## config.mk

```make
export PLATFORM = sky130hd
export DESIGN_NAME = floppy_track_ctrl
export DESIGN_NICKNAME = d
export VERILOG_FILES = /design/src/rtl/apple2_disk_pkg.sv /design/src/rtl/sd_sector_hs.sv /design/src/rtl/floppy_track_ctrl.sv
export SDC_FILE = /design/constraint.sdc
export NUM_CORES = 1
export LEC_CHECK = 0
export ABC_AREA = 1
export CAP_MARGIN = 0
export CORE_AREA = 4 4 76 130
export CTS_BUF_LIST = sky130_fd_sc_hd__clkbuf_16
export DETAILED_ROUTE_END_ITERATION = 12
export DIE_AREA = 0 0 80 134
export PLACE_DENSITY_LB_ADDON = 0.3
export REMOVE_ABC_BUFFERS = 1
export SLEW_MARGIN = 15
export SYNTH_ARGS = -nofsm -noshare
export SYNTH_HDL_FRONTEND = slang
export SYNTH_SLANG_ARGS = --single-unit
export TNS_END_PERCENT = 20
```

## constraint.sdc

```tcl
create_clock -name clk_sys -period 2.52 [get_ports clk_sys]
set_input_delay 0.252 -clock clk_sys [delete_from_list [all_inputs] [get_ports clk_sys]]
set_output_delay 0.252 -clock clk_sys [all_outputs]
set_load 0.005 [all_outputs]
```

## src/rtl/apple2_disk_pkg.sv

```systemverilog
// Shared definitions for the Apple II disk emulation: transfer FSM states,
// buffer geometry and the track/sector to SD block address mapping.
package apple2_disk_pkg;

    typedef enum logic [2:0] {
        IDLE,
        WB_REQ,
        WB_XFER,
        RD_REQ,
        RD_XFER
    } disk_state_t;

    localparam int SECTOR_BYTES = 512;
    localparam int TRACK_BYTES  = 6656;

    // Block address of one 512-byte sector of a track image.
    function automatic logic [31:0] lba_of(input logic [31:0] trk,
                                           input logic [31:0] sec,
                                           input int          spt);
        return trk * 32'(spt) + sec;
    endfunction

endpackage

```

## src/rtl/sd_sector_hs.sv

```systemverilog
// One-sector SD request/acknowledge handshake: raises rd or wr on start,
// drops it when ack rises and reports done when ack falls.
module sd_sector_hs (
    input  logic clk,
    input  logic reset,
    input  logic start,
    input  logic is_write,
    input  logic sd_ack,
    output logic done,
    output logic sd_rd,
    output logic sd_wr
);

    logic old_ack;

    // NOTE: state is written with <= only, so every reader sees the pre-edge value.
    always_ff @(posedge clk or posedge reset) begin
        if (reset) begin
            old_ack <= 1'b0;
            sd_rd   <= 1'b0;
            sd_wr   <= 1'b0;
        end else begin
            old_ack <= sd_ack;
            if (start) begin
                sd_rd <= !is_write;
                sd_wr <= is_write;
            end else if (sd_ack && !old_ack) begin
                sd_rd <= 1'b0;
                sd_wr <= 1'b0;
            end
        end
    end

    assign done = old_ack && !sd_ack;

endmodule

```

## src/rtl/floppy_track_ctrl.sv

```systemverilog
// Fills and flushes the single-track floppy buffer over SD channel 0.
// Define FDD_WRITEBACK_EN to enable dirty tracking and track writeback.
module floppy_track_ctrl
    import apple2_disk_pkg::*;
#(
    parameter int SECTORS_PER_TRACK = 13,
    parameter int TRACK_W           = 6,
    parameter int LBA_W             = 32
) (
    input  logic               clk_sys,
    input  logic               reset,
    input  logic [TRACK_W-1:0] track,
    input  logic               fd_write,
    input  logic               img_mounted,
    input  logic               img_size_nz,
    input  logic               img_readonly,
    input  logic               sd_ack,
    output logic [LBA_W-1:0]   sd_lba,
    output logic               sd_rd,
    output logic               sd_wr,
    output logic [3:0]         track_sec,
    output logic               cpu_wait,
    output logic               dirty,
    output logic               busy
);

    localparam logic [3:0] LAST_SEC = 4'(SECTORS_PER_TRACK - 1);

    disk_state_t        state;
    logic               mounted;
    logic               reload_pending;
    logic [TRACK_W-1:0] cur_track;
    logic               hs_start;
    logic               hs_write;
    logic               hs_done;
    logic               need_load;

    assign hs_start  = (state == RD_REQ) || (state == WB_REQ);
    assign busy      = (state != IDLE);
    assign need_load = mounted && ((track != cur_track) || reload_pending);

`ifdef FDD_WRITEBACK_EN
    logic protect;
    assign hs_write = (state == WB_REQ);
`else
    logic unused_ok;
    assign hs_write  = 1'b0;
    assign dirty     = 1'b0;
    assign unused_ok = &{1'b0, fd_write, img_readonly};
`endif

    sd_sector_hs u_hs (
        .clk      (clk_sys),
        .reset    (reset),
        .start    (hs_start),
        .is_write (hs_write),
        .sd_ack   (sd_ack),
        .done     (hs_done),
        .sd_rd    (sd_rd),
        .sd_wr    (sd_wr)
    );

    always_ff @(posedge clk_sys or posedge reset) begin
        if (reset) begin
            state          <= IDLE;
            mounted        <= 1'b0;
            reload_pending <= 1'b0;
            cur_track      <= '0;
            track_sec      <= '0;
            sd_lba         <= '0;
            cpu_wait       <= 1'b0;
`ifdef FDD_WRITEBACK_EN
            protect        <= 1'b0;
            dirty          <= 1'b0;
`endif
        end else begin
            // A mount is recorded in any state; the reload itself waits for IDLE.
            if (img_mounted) begin
                mounted        <= img_size_nz;
                reload_pending <= 1'b1;
`ifdef FDD_WRITEBACK_EN
                protect        <= img_readonly;
`endif
            end
`ifdef FDD_WRITEBACK_EN
            if (img_mounted)
                dirty <= 1'b0;
            else if (fd_write && mounted && !protect)
                dirty <= 1'b1;
`endif
            case (state)
                IDLE: begin
                    if (!img_mounted && need_load) begin
                        track_sec <= '0;
                        cpu_wait  <= 1'b1;
`ifdef FDD_WRITEBACK_EN
                        if (dirty) begin
                            dirty <= 1'b0;
                            state <= WB_REQ;
                        end else begin
                            cur_track <= track;
                            state     <= RD_REQ;
                        end
`else
                        cur_track <= track;
                        state     <= RD_REQ;
`endif
                    end
                end
                RD_REQ: begin
                    sd_lba <= LBA_W'(lba_of(32'(cur_track), 32'(track_sec), SECTORS_PER_TRACK));
                    state  <= RD_XFER;
                end
                RD_XFER: begin
                    if (hs_done) begin
                        if (track_sec == LAST_SEC) begin
                            if (!img_mounted)
                                reload_pending <= 1'b0;
                            cpu_wait <= 1'b0;
                            state    <= IDLE;
                        end else begin
                            track_sec <= track_sec + 4'd1;
                            state     <= RD_REQ;
                        end
                    end
                end
`ifdef FDD_WRITEBACK_EN
                WB_REQ: begin
                    sd_lba <= LBA_W'(lba_of(32'(cur_track), 32'(track_sec), SECTORS_PER_TRACK));
                    state  <= WB_XFER;
                end
                WB_XFER: begin
                    if (hs_done) begin
                        if (track_sec == LAST_SEC) begin
                            cur_track <= track;
                            track_sec <= '0;
                            state     <= RD_REQ;
                        end else begin
                            track_sec <= track_sec + 4'd1;
                            state     <= WB_REQ;
                        end
                    end
                end
`endif
                default: state <= IDLE;
            endcase
        end
    end

endmodule

```

After elaboration in Yosys (flattened, before gate mapping)
Cells that the tools add are included.
{"block": "totals", "regBits": 51, "elab_cells": 59}
{"block": "op_classes", "addsub": 2, "multipliers": 1, "n_eq_ne": 9, "n_mux": 20, "n_reduce_logical": 17}
{"cell": "2-to-1 mux 4 bit", "n": 3}
{"cell": "adder 10 x 4 -> 11 bit", "n": 1}
{"cell": "2-to-1 mux 1 bit", "n": 11}
{"cell": "multiplier 6 x 4 -> 10 bit (second input constant)", "n": 1}
{"cell": "one-hot mux 3 bit (3 select lines)", "n": 1}
{"cell": "!= test 2 bit (second input constant)", "n": 4}
{"cell": "one-hot mux 4 bit (2 select lines)", "n": 1}
{"cell": "AND reduction 4 bit", "n": 2}
{"cell": "2-to-1 mux 3 bit", "n": 2}
{"cell": "!= test 6 bit", "n": 1}
{"cell": "adder 4 x 1 -> 4 bit (second input constant)", "n": 1}
{"cell": "equality test 4 bit (second input constant)", "n": 1}
{"cell": "logical AND 1 bit", "n": 4}
{"cell": "AND reduction 2 bit", "n": 2}
{"cell": "nonzero test 2 bit", "n": 2}
{"cell": "equality test 3 x 1 -> 1 bit (second input constant)", "n": 1}
{"cell": "equality test 3 x 2 -> 1 bit (second input constant)", "n": 1}
{"cell": "equality test 3 bit (second input constant)", "n": 1}
{"cell": "logical NOT 1 bit", "n": 3}
{"cell": "logical NOT 3 bit", "n": 1}
{"cell": "nonzero test 3 bit", "n": 1}
{"cell": "logical OR 1 bit", "n": 2}
{"cell": "2-to-1 mux 2 bit", "n": 1}
{"cell": "one-hot mux 1 bit (2 select lines)", "n": 1}

Depth between registers and ports, before layout
Gate-level depths: netlist of run 1.
{"block": "depth", "depth_word": 6, "depth_mapped": 13}

Cells and area by module
Synthesis of run 1 repeated with hierarchy kept, for this count alone.
{"block": "hier_totals", "hier_cells": 273, "hier_area_um2": 2227.1}
{"mod": "floppy_track_ctrl", "instances": 1, "cells_per_inst": 257, "area_each_um2": 2099.5, "seq_area_each_um2": 650.6}
{"mod": "sd_sector_hs", "instances": 1, "cells_per_inst": 16, "area_each_um2": 127.6, "seq_area_each_um2": 75.1}

Worst setup path before layout of run 1
Ideal clock, no wire load.
{"block": "synth_timing", "path_type": "flip-flop to flip-flop", "startpoint": "reg cur_track[1]", "endpoint": "reg sd_lba[7]", "setup_time_ns": 0.127, "arrival_ns": 2.438, "required_ns": 2.393, "slack_ns": -0.045, "path_stages_with_launch": 10, "path_cell_list": "dfrtp_1 -> ha_1 -> fa_1 -> ha_1 -> ha_1 -> a21oi_1 -> o21ai_2 -> a21oi_1 -> xor2_1 -> o21ai_0"}
{"block": "synth_via", "elab_chain_len": 2}
{"item": "start: declaration", "line_no": "floppy_track_ctrl.sv:32", "rtl": "logic [TRACK_W-1:0] cur_track;"}
{"item": "start signal: assignment", "line_no": "floppy_track_ctrl.sv:105", "rtl": "cur_track <= track;"}
{"item": "multiplier 6 x 4 -> 10 bit", "line_no": "apple2_disk_pkg.sv:20", "rtl": "return trk * 32'(spt) + sec;"}
{"item": "adder 10 x 4 -> 11 bit", "line_no": "apple2_disk_pkg.sv:20"}
{"item": "end signal: assignment", "line_no": "floppy_track_ctrl.sv:111", "rtl": "sd_lba <= LBA_W'(lba_of(32'(cur_track), 32'(track_sec), SECTORS_PER_TRACK));"}
{"item": "end: declaration", "line_no": "floppy_track_ctrl.sv:18", "rtl": "output logic [LBA_W-1:0] sd_lba,"}
Every way passes these cells.
A chain may end at the register's enable or synchronous reset.

Final worst setup path of run 1
{"block": "layout_timing", "startpoint": "reg cur_track[1]", "endpoint": "reg sd_lba[9]"}
Same word-level chain as after synthesis.

==> run metrics, run 1 <==
status complete, no violations; HP Class in -> async; Power Dens Cells roughly 1500 mW/mm²; crit end category flip-flop; mean post-synth cell area around 8.1 µm²; leakage 1.43 nW; vias in the first global route 1688; Routed Antenna Nets 0; Netlist cell types 30; initial core utilization about a quarter; CP required between 2 and 3 ns; WP data arrival 2.64 ns; Total Die Area between 0.01 and 0.015 mm²; WS Path Type reg -> reg; first-pass GRT wire length 7480 µm; clock sink count 28; HPWL Detailed ~3700 µm; Routed WL per cell 10.6 µm; WHS 0.360 ns; IO Port Bufs 28; total power 4.11 mW; RSZ-0062 raised after global routing true; initial antenna violation count 0; final worst-path setup slack 0.0350 ns; main flop type after synthesis dfrtp_1; IR drop worst, VDD 0.529 mV; Crit Path Max Fanout 4; Max Fclk a little over 400 MHz; Synth Register Bits 28; share of cells above drive strength 1 between 10% and 20%; CTS Root Cell clkbuf_16; # H-tree levels 1; Clk pin slew, worst setup/hold paths 0.07 ns; asr flop ratio synth 100%; First DRT Iteration DRCs 53; r2r setup slk around 0.035 ns; Seq/Total Area, Yosys 32.6%; Min Clock Period, post-route 2.49 ns; Residual DRC 0; Synthesis Warnings 0; via count 1739; num rows between 40 and 50; # setup viols final 0; CTS buffer count 3; maxcap violations 0; worst reg2reg path depth 11; Post-synth EDFFs 0; Final Hold Viols 0; Layout Nets 358; Slew Limit Fails 0; number of fillers in the final layout around 950; commonest non-fill, non-tap cell in the layout nand2_1; pre-CTS WS -0.149 ns; area grow syn2layout 29.6%; worst-case clock buffer depth 2; DIE WIDTH about 80 µm; crit start category flip-flop; Area after DPL 0.00258 mm²; setup TNS 0 ns; Synth Instances ~270; most frequent cells in the layout 64 x nand2_1, 35 x inv_1, 28 x clkdlybuf4s50_1; chip height 134 µm; largest net degree at the start of global routing 29; CTS tree yes; global route total overflow 0; Final Cell Area between 0.002 and 0.003 mm²; DRT Pass-1 Iters 6; ANT cells 0; Worst-Skew Late Latency roughly 0.26 ns; io pins 54; Vias/cell ~4.1; routability cong. 0.801; drt total wl about 4500 µm; core area between 0.008 and 0.009 mm²; GRT Total Usage between 8 and 9%; Synth Cell Area around 0.0021 mm²; clock skew roughly 0.0045 ns; Tcrit/Tclk final between 90% and 100%
==> layout make-up <==
class	instances	area (µm²)	area share, %
clock buffer	3	75.1	2.69
inverter	38	143	5.12
multi-input combinational	196	1310	47.1
sequential	28	702	25.2
tap	117	146	5.25
timing repair buffer	45	408	14.6
==> sequential cells by signal, indices dropped and copies added, names as in the netlist <==
name            cells
sd_lba             11
cpu_wait            1
track_sec           4
u_hs.old_ack        1
mounted             1
u_hs.sd_rd          1
reload_pending      1
state               2
cur_track           6
==> what timing repair did <==
item	4_1_cts	5_1_grt
setup buffers	2	0
pin swaps	3	6
endpoints found under the hold margin	0	0
resized for setup	8	9
gates cloned	0	0
hold buffers	0	0
setup endpoints to repair	7	6
==> cell usage after synthesis, types with 2 or more instances <==
library cell  count  area [µm²]
o21ai_1           2        10.0
nand3_2           3        30.0
nor2_2            2        12.5
nand3_1           9        45.0
a21oi_1           5        25.0
a31oi_1           3        18.8
o21bai_1          2        15.0
fa_1              4        80.1
xnor2_1           3        26.3
inv_2             2        7.51
dfrtp_1          28         701
nor2_1           18        67.6
nand2_1          66         248
nand4_1           6        37.5
buf_4            23         173
inv_1            36         135
o21ai_0          12        60.1
ha_1             29         363
xor2_1            2        17.5
==> per-layer routing <==
layer  wire length [µm]  up-vias  share of wire (%)  track usage [%]
li1                   -      890                  -                -
met1               1680      812                 37             8.65
met2               2610       33                 58             17.7
met3                181        4                4.0             1.41
met4                 63        0                1.4             3.10
met5                  0        -                  0                0
==> kinds of logic after synthesis <==
kind of cell | after synthesis | share of synthesized area, %
DFF | 28 | 32.6
xor gates and xnor gates | 5 | 2.04
and+or+nand+nor | 108 | 21.9
buffers and inverters | 64 | 15.6
adders and majority gates | 33 | 20.6
other | 1 | 0.174
AOI/OAI and AO/OA | 27 | 7.04
==> worst max-delay path, cell delays in order, from the launching register on <==
cell and delay, ns:
dfrtp_1 0.41, ha_1 0.32, ha_4 0.28, fa_1 0.45, ha_4 0.31, nand2_1 0.07
o21ai_2 0.18, nand4_1 0.13, nand2_1 0.08, nand2_1 0.04, nand3_1 0.06, nand2_1 0.05
==> final timing paths <==
kind                                       endpoint                      from
max                           sd_lba[9]$_DFFE_PP0P_  cur_track[1]$_DFFE_PP0P_
min                          u_hs.old_ack$_DFF_PP0_                     reset
max reg2reg                   sd_lba[9]$_DFFE_PP0P_  cur_track[1]$_DFFE_PP0P_
min reg2reg                   sd_lba[1]$_DFFE_PP0P_     sd_lba[1]$_DFFE_PP0P_
max in group asynchronous  cur_track[4]$_DFFE_PP0P_                     reset
min in group clk_sys         u_hs.old_ack$_DFF_PP0_                    sd_ack
==> through the flow <==
stage / utilization, % / cells
detailed placement: 29.4 / 422
CTS: 31.3 / 427
finish: 31.7 / 427
floorplan: - / 262
global placement: 29.4 / 422
global route: 31.7 / 427
==> where the power goes <==
part / switching, mW / internal (mW)
Sequential: 0.135 / 0.625
Combinational: 1.49 / 1.50
Clock: 0.151 / 0.211
Total: 1.77 / 2.33
Power figures use the tool's default switching activity.
==> run 2: changes to the inputs <==
--- a/config.mk
+++ b/config.mk
@@ -7,14 +7,16 @@
 export LEC_CHECK = 0
 export ABC_AREA = 1
 export CAP_MARGIN = 0
-export CORE_AREA = 4 4 76 130
+export CORE_AREA = 4 4 100 102
 export CTS_BUF_LIST = sky130_fd_sc_hd__clkbuf_16
 export DETAILED_ROUTE_END_ITERATION = 12
-export DIE_AREA = 0 0 80 134
+export DIE_AREA = 0 0 104 106
+export DONT_BUFFER_PORTS = 1
 export PLACE_DENSITY_LB_ADDON = 0.3
 export REMOVE_ABC_BUFFERS = 1
 export SLEW_MARGIN = 15
 export SYNTH_ARGS = -nofsm -noshare
 export SYNTH_HDL_FRONTEND = slang
+export SYNTH_HIERARCHICAL = 1
 export SYNTH_SLANG_ARGS = --single-unit
 export TNS_END_PERCENT = 20
==> run 2 against run 1 <==
  * Count of clock-buffer cells in the layout is 2 higher
  * Routed wire length shrank 2.2%
  * Die area is 2.8% higher
  * Combinational power fell by 8.1%
  * Largest power group unchanged
  * Highest routed layer unchanged
==> run metrics, run 2 <==
share of cells above drive strength 1 between 20% and 30%; most frequent cells in the layout 68 x nand2_1, 39 x inv_1, 27 x dfrtp_1; Slew Limit Fails 0; Worst R2R Start cur_track[1]$_DFFE_PP0P_; Netlist cell types 30; Final Hold Viols 0; commonest non-fill, non-tap cell in the layout nand2_1; ANT cells 0; number of fillers in the final layout 974; max reg flops 11; RSZ-0062 raised after global routing true; worst path cell trace buf_4, ha_4, fa_1, ha_4, ha_4, a21oi_2, o21ai_2, a21oi_1, xor2_1, o21ai_1; Layout Nets roughly 350; CP required 2.68 ns; Post-synth EDFFs 0; via count roughly 1600; CTS Root Cell clkbuf_16; global route total overflow 0; Largest regs sd_lba (11), cur_track (6), track_sec (4); leakage 1.42 nW; P_int about 2.4 mW; Total Die Area roughly 0.011 mm²; HP Class in -> reg; CTS buffer count 5; Routed WL per cell 10.8 µm; first-pass GRT wire length roughly 7500 µm; Worst-Skew Late Latency 0.27 ns; Sw Share a little over two fifths; post-synth top area share about a third; Min Clock Period, post-route 2.50 ns; crit start category flip-flop; # H-tree levels 2; Vias/cell just under 4; Synth Register Bits 29; crit end category flip-flop; vias in the first global route 1600; # setup viols final 0; IR drop worst, VDD 0.594 mV; Tcrit/Tclk final between 90 and 100%; clock share of power 15.4%; GRT Total Usage under 10%; synth top area cells dfrtp_1 33%, ha_1 16%, nand2_1 12%, buf_4 7.4%, inv_1 6.6%; First DRT Iteration DRCs 44; Max Fclk 401 MHz; Synth Instances 273; area grow syn2layout 22.0%; worst-case clock buffer depth 2; num rows 35; WP data arrival between 2 and 3 ns; WHS Endpoint reload_pending$_DFF_PP0_; initial antenna violation count 0; CTS tree yes; hold depth 2; routability cong. 0.729; Comb pwr share 64.7%; worst reg2reg path depth 10; Clk pin slew, worst setup/hold paths 0.05 ns; worst path buffer plus inverter count 1; synth cell count leaders 70 x nand2_1, 39 x inv_1, 29 x dfrtp_1, 29 x ha_1, 22 x buf_4; Crit Path Max Fanout 3; Power Dens Cells 1560 mW/mm²; Synth area leader dfrtp_1; P_sw around 1.8 mW; WS Path Type reg -> reg; HPWL Detailed around 3500 µm; initial core utilization 24.5%; Crit path largest cell delay 0.44 ns; core area about 0.0091 mm²; Synthesis Warnings 6; non-filler instance count after layout a little over 400; worst hold start img_mounted; r2r setup slk roughly 0.025 ns; most frequent CP cell ha_4; Residual DRC 0; main flop type after synthesis dfrtp_1; slowest stage cell, crit path fa_1; cell family with most CP delay adder cells; terminus of the critical flop-to-flop path sd_lba[7]$_DFFE_PP0P_; setup TNS 0 ns; Synth Cell Area roughly 0.0022 mm²; most flop-heavy register sd_lba; status complete, no violations; chip height around 110 µm; drt total wl approximately 4400 µm; asr flop ratio synth 100%; IO Port Bufs 0; io pins 54; count leader, synth nand2_1; mean post-synth cell area roughly 8 µm²; largest net degree at the start of global routing 27; clock skew between 0.005 and 0.006 ns; clock sink count 29; Routed Antenna Nets 0; dpl cells slightly below 400; maxcap violations 0; Seq pwr share between 10% and 20%; Seq/Total Area, Yosys 32.6%; DIE WIDTH around 100 µm; DRT Pass-1 Iters 4
run 2: power by group through the flow:
stage          Sequential, mW  Clock [mW]  Combinational [mW]
3_3_place_gp            0.847           0                2.19
2_1_floorplan           0.816           0                1.57
5_1_grt                 0.878       0.696                3.17
3_5_place_dp            0.859           0                2.18
4_1_cts                 0.849       0.679                2.53
6_report                0.843       0.653                2.74
run 2: repair_timing:
item                                    4_1_cts  5_1_grt
hold endpoints to repair                     30        0
endpoints found under the setup margin        7        7
buffers inserted                              2        1
pin swaps                                     4       10
hold buffers                                  2        0
gates resized for setup                       7       11
run 2: cell type report:
| type | instances | area (µm²) | share of cell area [%] |
|---|---|---|---|
| clock inverter | 3 | 37.5 | 1.38 |
| sequential | 29 | 728 | 26.8 |
| tap | 111 | 139 | 5.11 |
| timing repair buffer | 20 | 155 | 5.71 |
| inverter | 43 | 161 | 5.94 |
| multi-input combinational | 200 | 1370 | 50.4 |
| clock buffer | 5 | 125 | 4.61 |
run 2: worst reg2reg max path, delay by kind of cell (launching register included):
family / cells / cell delay, ns
xor+xnor: 1 / 0.17
buf+inv: 1 / 0.15
flops: 1 / 0.40
fa+ha+maj: 4 / 1.20
compound gates: 4 / 0.46
run 2: cells by family (layout without fill, tap and decap cells):
logic type | count (synthesis) | after routing | share of synthesized area (%)
simple gates | 111 | 111 | 22.6
buf+inv | 67 | 71 | 15.4
fa+ha+maj | 33 | 33 | 19.9
flops | 29 | 29 | 32.6
compound gates | 26 | 26 | 6.97
xor+xnor | 6 | 6 | 2.36
other cells | 1 | 24 | 0.168
run 2: metrics by stage:
step	cell area [µm²]	utilization (%)	power [mW]	setup WS [ns]	hold slack [ns]
2_1_floorplan	2130	-	2.38	-0.0545	0.00564
3_3_place_gp	2380	26.2	3.04	-0.0995	0.0204
3_5_place_dp	2380	26.2	3.04	-0.111	0.0181
4_1_cts	2640	29.0	4.06	0.0105	0.0819
5_1_grt	2720	29.8	4.75	-0.0991	0.108
6_report	2720	29.8	4.24	0.0248	0.0867
run 2: worst max path at each step:
stage | to | startpoint | cells after the start
after floorplan | sd_lba[7]$_DFFE_PP0P_ | cur_track[1]$_DFFE_PP0P_ | 9
after global placement | sd_lba[7]$_DFFE_PP0P_ | cur_track[1]$_DFFE_PP0P_ | 9
after detailed placement | sd_lba[7]$_DFFE_PP0P_ | cur_track[1]$_DFFE_PP0P_ | 9
after CTS | sd_lba[10]$_DFFE_PP0P_ | cur_track[2]$_DFFE_PP0P_ | 12
after global routing | sd_lba[9]$_DFFE_PP0P_ | cur_track[1]$_DFFE_PP0P_ | 11
final | sd_lba[7]$_DFFE_PP0P_ | cur_track[1]$_DFFE_PP0P_ | 10
run 2: per-layer routing:
layer  GRT usage, %  vias to the layer above  wire length, µm
met5              0                        -                0
met4           2.85                        0               67
met3           4.31                        5              379
met2           13.3                       38             1920
met1           10.3                      724             2060
li1               -                      868                -
